===== config.mk =====
export PLATFORM = sky130hd
export DESIGN_NAME = scan_index_sequencer
export DESIGN_NICKNAME = d
export VERILOG_FILES = /design/src/rtl/scan_index_sequencer_pkg.sv /design/src/rtl/scan_index_sequencer_dwell_prescaler.sv /design/src/rtl/scan_index_sequencer.sv
export SDC_FILE = /design/constraint.sdc
export NUM_CORES = 1
export LEC_CHECK = 0
export ABC_AREA = 0
export CAP_MARGIN = 5
export CORE_ASPECT_RATIO = 1.25
export CORE_MARGIN = 2
export CORE_UTILIZATION = 54
export DETAILED_ROUTE_END_ITERATION = 10
export PLACE_DENSITY = 0.86
export SLEW_MARGIN = 30
export SYNTH_ARGS = -nofsm -noshare
export SYNTH_HDL_FRONTEND = slang
export SYNTH_SLANG_ARGS = --single-unit

===== constraint.sdc =====
create_clock -name clk -period 3.2 [get_ports clk]
set_clock_uncertainty 0.1 [all_clocks]
set_input_delay 0.64 -clock clk [delete_from_list [all_inputs] [get_ports clk]]
set_output_delay 0.64 -clock clk [all_outputs]
set_load 0.01 [all_outputs]

===== src/rtl/scan_index_sequencer_pkg.sv =====
// Shared encodings and the index-advance rule for the scan index sequencer.
// Latency: n/a (constants and a pure combinational helper).
// Backpressure: n/a.
package scan_index_sequencer_pkg;

  // Scan modes, sampled from the mode port at start
  localparam logic [1:0] MODE_UP    = 2'b00;
  localparam logic [1:0] MODE_DN    = 2'b01;
  localparam logic [1:0] MODE_PP    = 2'b10;
  localparam logic [1:0] MODE_SWEEP = 2'b11;

  // Sequencer FSM states
  localparam logic [1:0] S_IDLE  = 2'b00;
  localparam logic [1:0] S_RUN   = 2'b01;
  localparam logic [1:0] S_PAUSE = 2'b10;

  // Ping-pong direction
  localparam logic DIR_UP = 1'b0;
  localparam logic DIR_DN = 1'b1;

  // Result of one dwell expiry: next index/direction, whether the step is the
  // cycle boundary, and whether a single sweep has just finished (no step then).
  typedef struct packed {
    logic [2:0] x;
    logic       dir;
    logic       wrap;
    logic       last;
  } adv_t;

  function automatic adv_t next_index(input logic [1:0] m,
                                      input logic [2:0] cur,
                                      input logic       dir);
    adv_t a;
    a.x    = cur;
    a.dir  = dir;
    a.wrap = 1'b0;
    a.last = 1'b0;
    case (m)
      MODE_UP: begin
        a.x    = cur + 3'd1;
        a.wrap = (cur == 3'd7);
      end
      MODE_DN: begin
        a.x    = cur - 3'd1;
        a.wrap = (cur == 3'd0);
      end
      MODE_PP: begin
        // Direction flips on arrival at either end, so 7 and 0 are each
        // visited once per period.
        if (dir == DIR_UP) begin
          a.x = cur + 3'd1;
          if (cur == 3'd6) a.dir = DIR_DN;
        end else begin
          a.x = cur - 3'd1;
          if (cur == 3'd1) begin
            a.dir  = DIR_UP;
            a.wrap = 1'b1;
          end
        end
      end
      default: begin
        // Single sweep: the dwell of 7 ends the sweep instead of stepping.
        if (cur == 3'd7) a.last = 1'b1;
        else             a.x    = cur + 3'd1;
      end
    endcase
    return a;
  endfunction

endpackage


===== src/rtl/scan_index_sequencer_dwell_prescaler.sv =====
// Dwell prescaler: counts cycles spent on the current index and flags expiry.
// Latency: tick is combinational from the count; count updates on the next edge.
// Backpressure: run=0 freezes the count; clr wins over run.
module scan_index_sequencer_dwell_prescaler #(
  parameter int DIV_W = 16
) (
  input  logic             clk,
  input  logic             reset_n,
  input  logic             clr,
  input  logic             run,
  input  logic [DIV_W-1:0] div,
  output logic             tick
);

  localparam logic [DIV_W-1:0] CNT_ONE = DIV_W'(1);

  logic [DIV_W-1:0] cnt;

  // ">=" lets a div lowered below the running count expire on the next cycle
  assign tick = run && (cnt >= div);

  // Dwell counter: cleared on restart/disable, held while not running
  always_ff @(posedge clk) begin
    if (!reset_n) begin
      cnt <= '0;
    end else if (clr) begin
      cnt <= '0;
    end else if (run) begin
      cnt <= tick ? '0 : cnt + CNT_ONE;
    end
  end

endmodule


===== src/rtl/scan_index_sequencer.sv =====
// Timed 3-bit scan index for a downstream 3-to-8 decoder, four scan modes.
// Latency: start at edge N -> busy and start index after N; first step div+1 cycles later.
// Backpressure: hold pauses index and dwell count; en=0 forces idle.
module scan_index_sequencer
  import scan_index_sequencer_pkg::*;
#(
  parameter int DIV_W = 16
) (
  input  logic             clk,
  input  logic             reset_n,
  input  logic             en,
  input  logic             start,
  input  logic [1:0]       mode,
  input  logic [DIV_W-1:0] div,
  input  logic             hold,
  output logic [2:0]       x,
  output logic             busy,
  output logic             step,
  output logic             wrap,
  output logic             done
);

  logic [1:0] state;
  logic [1:0] mode_q;
  logic       dir;
  logic       tick;
  logic       cnt_clr;
  logic       cnt_run;
  adv_t       adv;

  // Restart and disable both begin a fresh dwell; only RUN counts
  assign cnt_clr = !en || start;
  assign cnt_run = (state == S_RUN);

  scan_index_sequencer_dwell_prescaler #(
    .DIV_W (DIV_W)
  ) u_prescaler (
    .clk     (clk),
    .reset_n (reset_n),
    .clr     (cnt_clr),
    .run     (cnt_run),
    .div     (div),
    .tick    (tick)
  );

  assign adv  = next_index(mode_q, x, dir);
  assign busy = (state != S_IDLE);

  // FSM, index/direction registers and single-cycle status pulses
  always_ff @(posedge clk) begin
    if (!reset_n) begin
      state  <= S_IDLE;
      x      <= 3'd0;
      dir    <= DIR_UP;
      mode_q <= MODE_UP;
      step   <= 1'b0;
      wrap   <= 1'b0;
      done   <= 1'b0;
    end else begin
      step <= 1'b0;
      wrap <= 1'b0;
      done <= 1'b0;
      if (!en) begin
        state <= S_IDLE;
      end else if (start) begin
        // Restart from any state; a coincident tick is discarded
        state  <= S_RUN;
        mode_q <= mode;
        x      <= (mode == MODE_DN) ? 3'd7 : 3'd0;
        dir    <= DIR_UP;
      end else begin
        case (state)
          S_RUN: begin
            if (tick && adv.last) begin
              // Sweep finished: x stays on 7, hold is irrelevant now
              done  <= 1'b1;
              state <= S_IDLE;
            end else begin
              // A tick coincident with hold still completes before pausing
              if (tick) begin
                x    <= adv.x;
                dir  <= adv.dir;
                step <= 1'b1;
                wrap <= adv.wrap;
              end
              if (hold) state <= S_PAUSE;
            end
          end
          S_PAUSE: begin
            if (!hold) state <= S_RUN;
          end
          default: ;
        endcase
      end
    end
  end

endmodule


### Yosys cells after proc, flatten, opt, wreduce, memory -nomap -nowiden

Cells that the tools add are included.

* register bits after elaboration: 27
* input port bits: 23
* output and inout port bits: 7
* logic and storage cells: 82

* add/sub/neg operators: 3
* order comparisons: 1
* equal/unequal tests: 14
* muxes and demuxes: 27
* bitwise gates (word level): 4
* reduce and logical (&&, ||, !) cells: 24

Operators with widths (number)
* 2-to-1 mux 3 bit: 6
* adder 16 x 1 -> 16 bit, second input constant: 1
* >= comparator 16 bit: 1
* 2-to-1 mux 16 bit: 1
* 2-to-1 mux 1 bit: 12
* AND reduction 5 bit: 2
* nonzero test 2 bit: 5
* case mux 3 bit (3 select lines): 1
* 2-to-1 mux 2 bit: 4
* equality test 2 x 1 -> 1 bit, second input constant: 3
* equality test 3 bit, second input constant: 2
* != test 3 bit, second input constant: 2
* AND reduction 3 bit: 2
* OR reduction 3 bit: 2
* OR reduction 6 bit: 1
* != test 5 x 2 -> 1 bit, second input constant: 1
* OR reduction 5 bit: 1
* equality test 2 bit, second input constant: 2
* 2-to-1 mux 4 bit: 1
* != test 2 bit, second input constant: 2
* != test 4 bit, second input constant: 1
* inverter 1 bit: 4
* case mux 2 bit (2 select lines): 1
* AND reduction 2 bit: 2
* other kinds (12): 13

### Longest topological paths before layout

* depth in word-level cells: 8
* depth in mapped cells: 9

### Hierarchy

Synthesis repeated with hierarchy kept, for this count alone.

* cell total of the unflattened synthesis: 235
* area, all modules: 2008.2 µm²

By module, submodules not included
* scan_index_sequencer_dwell_prescaler: instances 1, cells an instance 146, area each 1229.9 µm²
* scan_index_sequencer: instances 1, cells an instance 89, area each 778.2 µm²

### Least setup slack after synthesis

Ideal clock, no wire load.

* path type: in2reg
* from: input port div[7]
* to: register u_prescaler.cnt[5]
* arrival: 2.311 ns
* required time: 3.038 ns
* setup slack: 0.727 ns
* stages: 9
* path through: inv_1 ha_1 a21oi_2 a311oi_1 a211oi_1 o211ai_2 a211o_4 buf_12 nor2_4

* longest elaborated chain between the ends: 3

Ends and longest elaborated chain
* start, declared: line scan_index_sequencer.sv:14 `input logic [DIV_W-1:0] div,`
* >= comparator 16 bit: line scan_index_sequencer_dwell_prescaler.sv:20 `assign tick = run && (cnt >= div);`
* logical AND 1 bit: line scan_index_sequencer_dwell_prescaler.sv:20
* 2-to-1 mux 16 bit: line scan_index_sequencer_dwell_prescaler.sv:29 `cnt <= tick ? '0 : cnt + CNT_ONE;`
* end signal, assigned: line scan_index_sequencer_dwell_prescaler.sv:29
* end, declared: line scan_index_sequencer_dwell_prescaler.sv:17 `logic [DIV_W-1:0] cnt;`

No other way between the ends.
A chain may end at the register's enable or synchronous reset.

### Worst setup path in the final report

* from: input port div[14]
* to: register u_prescaler.cnt[3]

The elaborated chain is that of the path after synthesis.

==> results.cfg <==
[detailed_routing]
vias = 1594
ant_nets = 0
avgViaCountPerCell = 5.48
routedWlPerCell_microns = 12.8
drt_iter0_drc = 79
post-route-drc-count = 0
routed_wl_microns = 3740
drt_first_pass_iters = 4

[cells_and_area]
fillers = 278
drive_above_1_share_pct = 8.73
final_cell_mix = clkdlybuf4s50_1, ha_1, dfxtp_1, inv_1, nand2_1
fin_nets = 303
seq_area_sq_um = 541
n_antenna_cell = 0
synthToLayoutAreaGrowth_pct = 19.0
layout_commonest_cell = clkdlybuf4s50_1
multi_input_area_sq_um = 1260

[grt]
grt_pass1_vias = 1605
grt_pass1_wl_microns = 6580
grt_usage_pct = 19.9
antenna_found_initial = 0
overflow = 0
grt_max_degree = 17

[cts]
cts_max_path_buffers = 2
cts_tree = built
clk_pin_slew_ns = 0.08
numCtsBuffers = 3
clock_latency_ns = 0.27
clock_sinks = 27
cts-root-buf = clkbuf_8
post_cts_resized = 0
hold_buffers = 0
post-cts-setup-buffers = 0
cts_max_level = 1

[critical_path]
cpMostUsedCell = a21oi_1
crit_type = in2reg
crit_slowest_cell = a211o_4
cp.arrival_ns = 2.92
crit_fanout = 16
endpoint_kind = flop
worst-path-buf-inv = 2
path_cells = clkdlybuf4s50_1 -> inv_1 -> ha_1 -> a21oi_1 -> nand2_1 -> a211oi_1 -> o211ai_2 -> a211o_4 -> a21oi_1
critPathLaunchType = primary input
slowest_delay_ns = 0.52
cp_data_required_time_ns = 3.30
critical-path-top-delay-family = compound AO/OA/AOI/OAI gates

[synth]
synth-async-reset-ratio_pct = 0
yosys-top-cells-area = dfxtp_1, ha_1, nor2_4, inv_1, nand2_1
ys_seq_area_share_pct = 28.2
syn_inst = 221
yosysWarnings = 0
postSynthAreaPerCell_sq_um = 8.66
ys_ff_latch = 27
yosysTopAreaCellShare_pct = 28.2
netlist_area_sq_um = 1910
synthFlopType = dfxtp_1
ys_types = 41
synth_largest_area_cell = dfxtp_1
synth_nets = 271
synth-edff-count = 0

[sta]
slew_violations = 0
holdWs_ns = 0.402
tightest_slew_ns = 0.515
rsz0062_at_grt = false
period_share_pct = 88.1
hold_viol = 0
fin_setup_tns_ns = 0
finalCriticalPeriod_ns = 2.82
setup_viol = 0
fmax_mhz = 355
max_slew_margin_pct = 65.6

[outcome]
status = finished clean

[die]
die_h_microns = 70.6
ios = 30
core_area_sq_um = 3450
die-area_sq_um = 4040
die_w_microns = 57.3
start_util_pct = 55.4
rows = 24

[power_and_ir_drop]
power.internal_mw = 0.474
cellLeakagePower_nw = 0.923
clkPwrFrac_pct = 30.5
switchingPower_mw = 0.147
sw_frac_of_total_pct = 23.6
p_per_area_nw_per_um2 = 272
combPwrFrac_pct = 14.3
ir_drop_mv = 0.172
power_frac_seq_pct = 55.1
power.total_mw = 0.621

[worst_hold_path]
hp-class = reg2reg

[flow_run]
maxCapViolCount = 0

[placed_design]
portBuffers = 29
gp_congestion = 0.947
dp_hpwl_microns = 2870
## metrics by stage
| step | utilization [%] | instances | instance area, sq um | worst slack (ns) |
|---|---|---|---|---|
| 3_5_place_dp | 64.7 | 287 | 2230 | 0.107 |
| 5_1_grt | 66.0 | 291 | 2280 | 0.238 |
| 6_report | 66.0 | 291 | 2280 | 0.382 |
| 4_1_cts | 66.0 | 291 | 2280 | 0.368 |
| 2_1_floorplan | - | 221 | 1910 | 0.727 |
| 3_3_place_gp | 64.7 | 287 | 2230 | 0.174 |
## synth_stat cells, drive strengths merged, types with 4 or more instances
cell type and n:
nand2 21, nor2b 6, ha 27, nor2 23, o21ai 5, dfxtp 27, a21oi 10, inv 24
nor3 4, nand3 12, nand4 8, xor2 9, xnor2 5
## flip-flops by register name, summed over array words and instances (netlist names)
name / cells
state: 2
dir: 1
u_prescaler.cnt: 16
x: 3
wrap: 1
mode_q: 2
step: 1
done: 1
## power by group through the flow
| stage | clock network (mW) | logic, mW | registers [mW] |
|---|---|---|---|
| 2_1_floorplan | 0 | 0.0479 | 0.350 |
| 3_3_place_gp | 0 | 0.0864 | 0.350 |
| 3_5_place_dp | 0 | 0.0882 | 0.350 |
| 4_1_cts | 0.196 | 0.0892 | 0.342 |
| 5_1_grt | 0.210 | 0.0996 | 0.343 |
| 6_report | 0.189 | 0.0890 | 0.342 |
## path summary, 6_finish.rpt
path                      startpoint                  to  slack (ns)  depth (start not counted)
setup / recovery             div[14]  u_prescaler.cnt[3]        0.38                          9
hold / removal    u_prescaler.cnt[0]  u_prescaler.cnt[0]        0.40                          2
setup reg to reg  u_prescaler.cnt[7]  u_prescaler.cnt[3]        0.82                          7
hold reg to reg   u_prescaler.cnt[0]  u_prescaler.cnt[0]        0.40                          2
## metal layers
metal	up-vias	part of all wire [%]	global-route usage, %
met5	-	0	0
met4	0	0.88	6.46
met3	4	3.5	2.56
met2	35	51	38.1
met1	728	44	22.2
li1	827	-	-
## kinds of logic after synthesis
group           synth area share, %
compound gates                 14.3
xor+xnor                       6.41
fa+ha+maj                      18.2
buf+inv                        6.14
flops                          28.2
mux                           0.523
simple gates                   26.2
## worst register-to-register path, delay by kind of cell, from the launching register on
family	cells	cell delay, ns
fa+ha+maj	1	0.32
flops	1	0.45
compound gates	6	1.45
## cell type report
cell class / instances / share of cell area [%]
clock buffer: 4 / 1.98
inverter: 24 / 3.95
multi-input combinational: 167 / 55.1
sequential: 27 / 23.7
tap: 39 / 2.14
timing repair buffer: 30 / 13.1
Note: power is estimated with default switching activity, not from simulation.
